## config.mk

```make
export PLATFORM = sky130hd
export DESIGN_NAME = pipeline_hazard_ctrl
export DESIGN_NICKNAME = d
export VERILOG_FILES = /design/src/rtl/cpu_types_pkg.sv /design/src/rtl/sat_counter.sv /design/src/rtl/pipeline_hazard_ctrl.sv
export SDC_FILE = /design/constraint.sdc
export NUM_CORES = 1
export LEC_CHECK = 0
export CAP_MARGIN = 20
export CORE_AREA = 8 8 95 97
export DETAILED_ROUTE_END_ITERATION = 16
export DIE_AREA = 0 0 103 105
export GPL_TIMING_DRIVEN = 0
export PLACE_DENSITY = 0.87
export REMOVE_ABC_BUFFERS = 1
export SKIP_CTS_REPAIR_TIMING = 1
export SLEW_MARGIN = 20
export SYNTH_ARGS = -nofsm -noshare
export SYNTH_HDL_FRONTEND = slang
export SYNTH_HIERARCHICAL = 1
export SYNTH_SLANG_ARGS = --single-unit
```

## constraint.sdc

```tcl
create_clock -name CLK -period 4.3 [get_ports CLK]
set_input_delay 1.075 -clock CLK [delete_from_list [all_inputs] [get_ports CLK]]
set_output_delay 1.075 -clock CLK [all_outputs]
set_load 0.05 [all_outputs]
```

## src/rtl/cpu_types_pkg.sv

```systemverilog
// rtl/cpu_types_pkg.sv - shared CPU types for the hazard controller
package cpu_types_pkg;

  typedef logic [4:0] regbits_t;

  typedef enum logic [1:0] {
    RUN    = 2'd0,
    DRAIN  = 2'd1,
    HALTED = 2'd2
  } hz_state_t;

endpackage

```

## src/rtl/sat_counter.sv

```systemverilog
// rtl/sat_counter.sv - enable-driven counter that sticks at all-ones
module sat_counter #(
  parameter int W = 32
) (
  input  logic         CLK,
  input  logic         nRST,
  input  logic         en_i,
  output logic [W-1:0] cnt_o
);

  logic [W-1:0] cnt_q, cnt_d;

  always_comb begin
    cnt_d = cnt_q;
    if (en_i && (cnt_q != {W{1'b1}})) cnt_d = cnt_q + {{(W-1){1'b0}}, 1'b1};
  end

  always_ff @(posedge CLK or negedge nRST) begin
    if (!nRST) cnt_q <= '0;
    else       cnt_q <= cnt_d;
  end

  assign cnt_o = cnt_q;

endmodule

```

## src/rtl/pipeline_hazard_ctrl.sv

```systemverilog
// rtl/pipeline_hazard_ctrl.sv - pipeline enable/flush control, halt drain FSM
// and stall/flush performance counters.
module pipeline_hazard_ctrl
  import cpu_types_pkg::*;
#(
  parameter int DRAIN_CYCLES = 2,
  parameter int CNT_W        = 32
) (
  input  logic             CLK,
  input  logic             nRST,
  input  logic             ihit,
  input  logic             dhit,
  input  logic             dmemREN_MEM,
  input  logic             dmemWEN_MEM,
  input  logic             halt_MEM,
  input  logic             memtoReg_EX,
  input  logic             RegWr_EX,
  input  regbits_t         wsel_EX,
  input  regbits_t         rs_ID,
  input  regbits_t         rt_ID,
  input  logic             uses_rt_ID,
  input  logic             branch_taken_EX,
  output logic             pc_en,
  output logic             ifid_en,
  output logic             ifid_flush,
  output logic             idex_en,
  output logic             idex_flush,
  output logic             exmem_en,
  output logic             exmem_flush,
  output logic             memwb_en,
  output logic             halt_out,
  output logic [CNT_W-1:0] stall_cnt,
  output logic [CNT_W-1:0] flush_cnt
);

  localparam logic [3:0] DRAIN_LOAD = 4'(DRAIN_CYCLES - 1);

  hz_state_t  state_q, state_d;
  logic [3:0] drain_q, drain_d;
  logic       halt_q;
  logic       dwait, loaduse;

  assign dwait   = (dmemREN_MEM | dmemWEN_MEM) & ~dhit;
  assign loaduse = memtoReg_EX & RegWr_EX & (wsel_EX != '0)
                 & ((wsel_EX == rs_ID) | (uses_rt_ID & (wsel_EX == rt_ID)));

  always_comb begin
    state_d     = state_q;
    drain_d     = drain_q;
    pc_en       = 1'b0;
    ifid_en     = 1'b0;
    ifid_flush  = 1'b0;
    idex_en     = 1'b0;
    idex_flush  = 1'b0;
    exmem_en    = 1'b0;
    exmem_flush = 1'b0;
    memwb_en    = 1'b0;
    case (state_q)
      RUN: begin
        // A pending data access freezes everything, including halt entry.
        if (!dwait) begin
          idex_en  = 1'b1;
          exmem_en = 1'b1;
          memwb_en = 1'b1;
          if (branch_taken_EX) begin
            pc_en      = 1'b1;
            ifid_en    = 1'b1;
            ifid_flush = 1'b1;
            idex_flush = 1'b1;
          end else if (loaduse || !ihit) begin
            idex_flush = 1'b1;
          end else begin
            pc_en   = 1'b1;
            ifid_en = 1'b1;
          end
          if (halt_MEM) begin
            state_d = DRAIN;
            drain_d = DRAIN_LOAD;
          end
        end
      end
      DRAIN: begin
        ifid_en     = 1'b1;
        ifid_flush  = 1'b1;
        idex_en     = 1'b1;
        idex_flush  = 1'b1;
        exmem_en    = 1'b1;
        exmem_flush = 1'b1;
        memwb_en    = 1'b1;
        if (drain_q == 4'd0) state_d = HALTED;
        else                 drain_d = drain_q - 4'd1;
      end
      HALTED: ;
      default: state_d = RUN;
    endcase
  end

  always_ff @(posedge CLK or negedge nRST) begin
    if (!nRST) begin
      state_q <= RUN;
      drain_q <= '0;
      halt_q  <= 1'b0;
    end else begin
      state_q <= state_d;
      drain_q <= drain_d;
      halt_q  <= halt_q | (state_d == HALTED);
    end
  end

  assign halt_out = halt_q;

  sat_counter #(.W(CNT_W)) u_stall_cnt (
    .CLK   (CLK),
    .nRST  (nRST),
    .en_i  ((state_q == RUN) & ~pc_en),
    .cnt_o (stall_cnt)
  );

  sat_counter #(.W(CNT_W)) u_flush_cnt (
    .CLK   (CLK),
    .nRST  (nRST),
    .en_i  (ifid_flush),
    .cnt_o (flush_cnt)
  );

endmodule
```

==> results.md <==
- Outcome: completed
- Nets: 510
- Mapped Avg Cell Area: 10.2 sq um
- CP Data Required Time: 3.22 ns
- Leakage: 2.10 nW
- Global Route met1 Usage: 22.9%
- Worst Slack Setup Final: 0.232 ns
- H-tree depth: 3
- Max-slew violations: 0
- GRT Resource Usage Total: 18.8%
- Half-perimeter wire length after placement: 7400 microns
- Sequential Power Share: 36.5%
- Clock share of power: 25.4%
- Post-Syn Area: 3840 sq um
- Root buf cell: clkbuf_8
- WS Path Type: in -> out
- Slew of the pin with the lowest slew margin: 0.638 ns
- FMAX: 0.246 GHz
- Most Crowded Layer GR: met2
- Pre-antenna DRT Iters: 4
- Vias in the first global route: 3357
- Grt ovf: 0
- Hold Path Class: reg -> reg
- Vias: 3291
- Hold Slack: 0.469 ns
- CP Capture Type: primary output
- Vias per cell: 5.61
- Pin count of the biggest net entering global routing: 45
- Internal power: 1.41 mW
- Routed Antenna Nets: 0
- Initial DRC Count: 108
- GR Util met3: 4.51%
- FF-to-FF setup slack: 1.53 ns
- RSZ-0062 raised after global routing: no
- Clock-pin slew on the worst setup and hold paths: 0.07 ns
- Avg WL per Cell: 16.8 microns
- TritonCTS clock tree: yes
- Gpl congestion: 0.870
- Skew final: 0.00979 ns
- Worst EP arrival: 2.99 ns
- # fillers: 583
- Switching power: 0.936 mW
- Crit path to: ifid_en
- Crit path from: wsel_EX[1]
- Routing usage on met2: 30.9%
- # clock sinks: 71
- PwrDens: 454 nW/um^2
- Maxcap violations: 0
- Post-synth cell types: 44
- Comb power frac: 38.1%
- CTS Buffer Depth: 2
- Critical path's largest stage delay: 0.57 ns
- Hold Vio Cnt, Final: 0
- Setup crit start kind: input pin
- # DRC: 0
- R2R Path End: u_flush_cnt/cnt_o[29]
- Ys Warns: 6
- Later-pin clock latency in the skew report: 0.34 ns
- Cells along the critical path: clkdlybuf4s50_1 > or4_1 > o211ai_2 > nor3_1 > a21oi_1 > dlymetal6s2s_1
- Reg-to-Reg Start: state_q[1]
- Ant. Diodes: 0
- Initial cell density of the core: 51.0%
- Total Wirelength: 9840 microns
- Worst r2r path cells: 9
- Post-layout min period: 4.07 ns
- I/O Buffers: 98
- Slew headroom: 57.3%
- Tcrit/Tclk final: 94.6%
- Share of cells above drive strength 1: 8.66%
- Pwr Total: 2.34 mW
- Post-placement setup slack: -0.151 ns
- Sw Ratio: 40.0%
- Row count: 32
- Crit-path slowest cell: or4_1
- Die height: 105 microns
- Sequential fraction of the synthesis area: 46.3%
- Area Overhead vs Synth: 34.2%
- First-pass GRT wire length: 16300 microns
- Synth Instances: 376
- Die footprint: 10800 sq um
- #FFs+latches synth: 71
- Die W: 103 microns
- Top Ports: 99
- Core box area: 7530 sq um
- Initial antenna violation count: 0
- Worst Path Max Fanout: 4
- Final-report setup violation count: 0
- CTS buffer count: 9
- IR drop worst, VDD: 0.451 mV
per-stage QoR:
stage          instance area, sq um  TNS (ns)  util [%]  cells
2_1_floorplan                  3800    -0.146         -    370
4_1_cts                        5140    -0.466      68.4    587
3_3_place_gp                   4900    -13.63      65.2    570
3_5_place_dp                   4920    -0.431      65.4    571
6_report                       5150         0      68.5    587
5_1_grt                        5150         0      68.5    587
flip-flops by register name, summed over array words and instances, names as in the netlist:
name,count
u_stall_cnt/cnt_o,32
u_flush_cnt/cnt_o,32
halt_out,1
state_q,2
drain_q,4
power by group through the flow:
stage | Sequential, mW | Combinational, mW | Clock (mW)
finish | 0.853 | 0.893 | 0.595
global route | 0.868 | 0.953 | 0.633
CTS | 0.852 | 0.900 | 0.608
detailed placement | 0.863 | 0.892 | 0
global placement | 0.857 | 0.877 | 0
floorplan | 1.04 | 0.406 | 0
cells by family after synthesis:
logic type               Yosys count  synth area share (%)
flip-flops                        71                  46.3
buffers and inverters             16                  2.15
XOR/XNOR                          68                  15.5
multiplexers                       5                  1.43
AO/OA/AOI/OAI                     33                  6.32
adder cells (fa/ha/maj)            4                  1.30
AND/OR/NAND/NOR                  179                  27.0
cell type report:
| class | count | area [sq um] | share of cell area (%) |
|---|---|---|---|
| Sequential cell | 71 | 1780 | 34.5 |
| Timing Repair Buffer | 99 | 1010 | 19.6 |
| Clock inverter | 5 | 81.3 | 1.58 |
| Multi-Input combinational cell | 289 | 1980 | 38.4 |
| Tap cell | 102 | 128 | 2.48 |
| Clock buffer | 11 | 141 | 2.74 |
| Inverter | 10 | 37.5 | 0.728 |
how the worst min path moves through the flow:
| stage | from | endpoint | cells past startpoint | slack (ns) |
|---|---|---|---|---|
| floorplan | drain_q[1] | drain_q[1] | 1 | 0.47 |
| global placement | halt_out | halt_out | 1 | 0.46 |
| detailed placement | halt_out | halt_out | 1 | 0.46 |
| CTS | halt_out | halt_out | 1 | 0.48 |
| global route | halt_out | halt_out | 1 | 0.49 |
| finish | halt_out | halt_out | 1 | 0.47 |
cell usage after synthesis:
cell type | instances | area share (%)
dfrtp_1 | 71 | 46
xnor2_1 | 58 | 13
nand2_1 | 36 | 3.5
nand3_1 | 31 | 4.0
nand4_1 | 31 | 5.0
nor2_1 | 25 | 2.4
a21oi_1 | 13 | 1.7
nor3_1 | 10 | 1.3
xor2_1 | 10 | 2.3
inv_1 | 9 | 0.88
and4_1 | 8 | 1.8
nor4_1 | 8 | 1.3
o211ai_1 | 5 | 0.98
and3_1 | 4 | 0.65
ha_1 | 4 | 1.3
nor3_2 | 4 | 1.0
or4_4 | 4 | 1.2
a21o_1 | 3 | 0.59
a31oi_1 | 3 | 0.49
buf_4 | 2 | 0.39
buf_6 | 2 | 0.59
clkbuf_1 | 2 | 0.20
mux2_1 | 2 | 0.59
mux2_2 | 2 | 0.59
nand2_2 | 2 | 0.33
nand3_2 | 2 | 0.52
nand3b_1 | 2 | 0.39
nand4_2 | 2 | 0.65
nor2b_1 | 2 | 0.33
nor4_2 | 2 | 0.65
nor4_4 | 2 | 1.1
o21ai_0 | 2 | 0.26
o31ai_4 | 2 | 1.1
a21bo_1 | 1 | 0.26
clkinv_1 | 1 | 0.098
mux2i_1 | 1 | 0.26
nand2b_1 | 1 | 0.16
nor3b_1 | 1 | 0.20
o211ai_2 | 1 | 0.33
o21ba_2 | 1 | 0.26
o22ai_1 | 1 | 0.16
o31ai_1 | 1 | 0.20
or2_2 | 1 | 0.16
or4_1 | 1 | 0.20
cells in the final DEF (no fill, tap or decap), types with 2 or more instances in the layout:
| cell type | netlist | routed |
|---|---|---|
| or4_4 | 4 | 4 |
| bufinv_16 | 0 | 2 |
| nand3_1 | 31 | 31 |
| o21ai_0 | 2 | 2 |
| xor2_1 | 10 | 10 |
| nor4_2 | 2 | 2 |
| o211ai_1 | 5 | 5 |
| inv_1 | 9 | 9 |
| nor2_1 | 25 | 25 |
| xnor2_1 | 58 | 58 |
| dlymetal6s2s_1 | 0 | 4 |
| nand3b_1 | 2 | 2 |
| o31ai_4 | 2 | 2 |
| a31oi_1 | 3 | 3 |
| nand3_2 | 2 | 2 |
| nand2_1 | 36 | 36 |
| ha_1 | 4 | 4 |
| nor3_2 | 4 | 4 |
| nand4_2 | 2 | 2 |
| and4_1 | 8 | 8 |
| nor3_1 | 10 | 10 |
| nor4_4 | 2 | 2 |
| clkbuf_8 | 0 | 10 |
| mux2_2 | 2 | 2 |
| nand2_2 | 2 | 2 |
| mux2_1 | 2 | 2 |
| nor4_1 | 8 | 8 |
| a21o_1 | 3 | 3 |
| nand4_1 | 31 | 31 |
| and3_1 | 4 | 4 |
| dfrtp_1 | 71 | 71 |
| a21oi_1 | 13 | 13 |
| clkdlybuf4s50_1 | 0 | 93 |
| nor2b_1 | 2 | 2 |
critical path, delay by kind of cell:
family | cells | cell delay, ns
buffers and inverters | 2 | 0.91
AO/OA/AOI/OAI | 2 | 0.37
AND/OR/NAND/NOR | 2 | 0.64
per-layer routing:
metal,routed length [microns],part of all wire (%)
met1,4130,42
met2,4820,49
met3,739,7.5
met4,161,1.6
met5,0,0
Note: power is estimated with default switching activity, not from simulation.
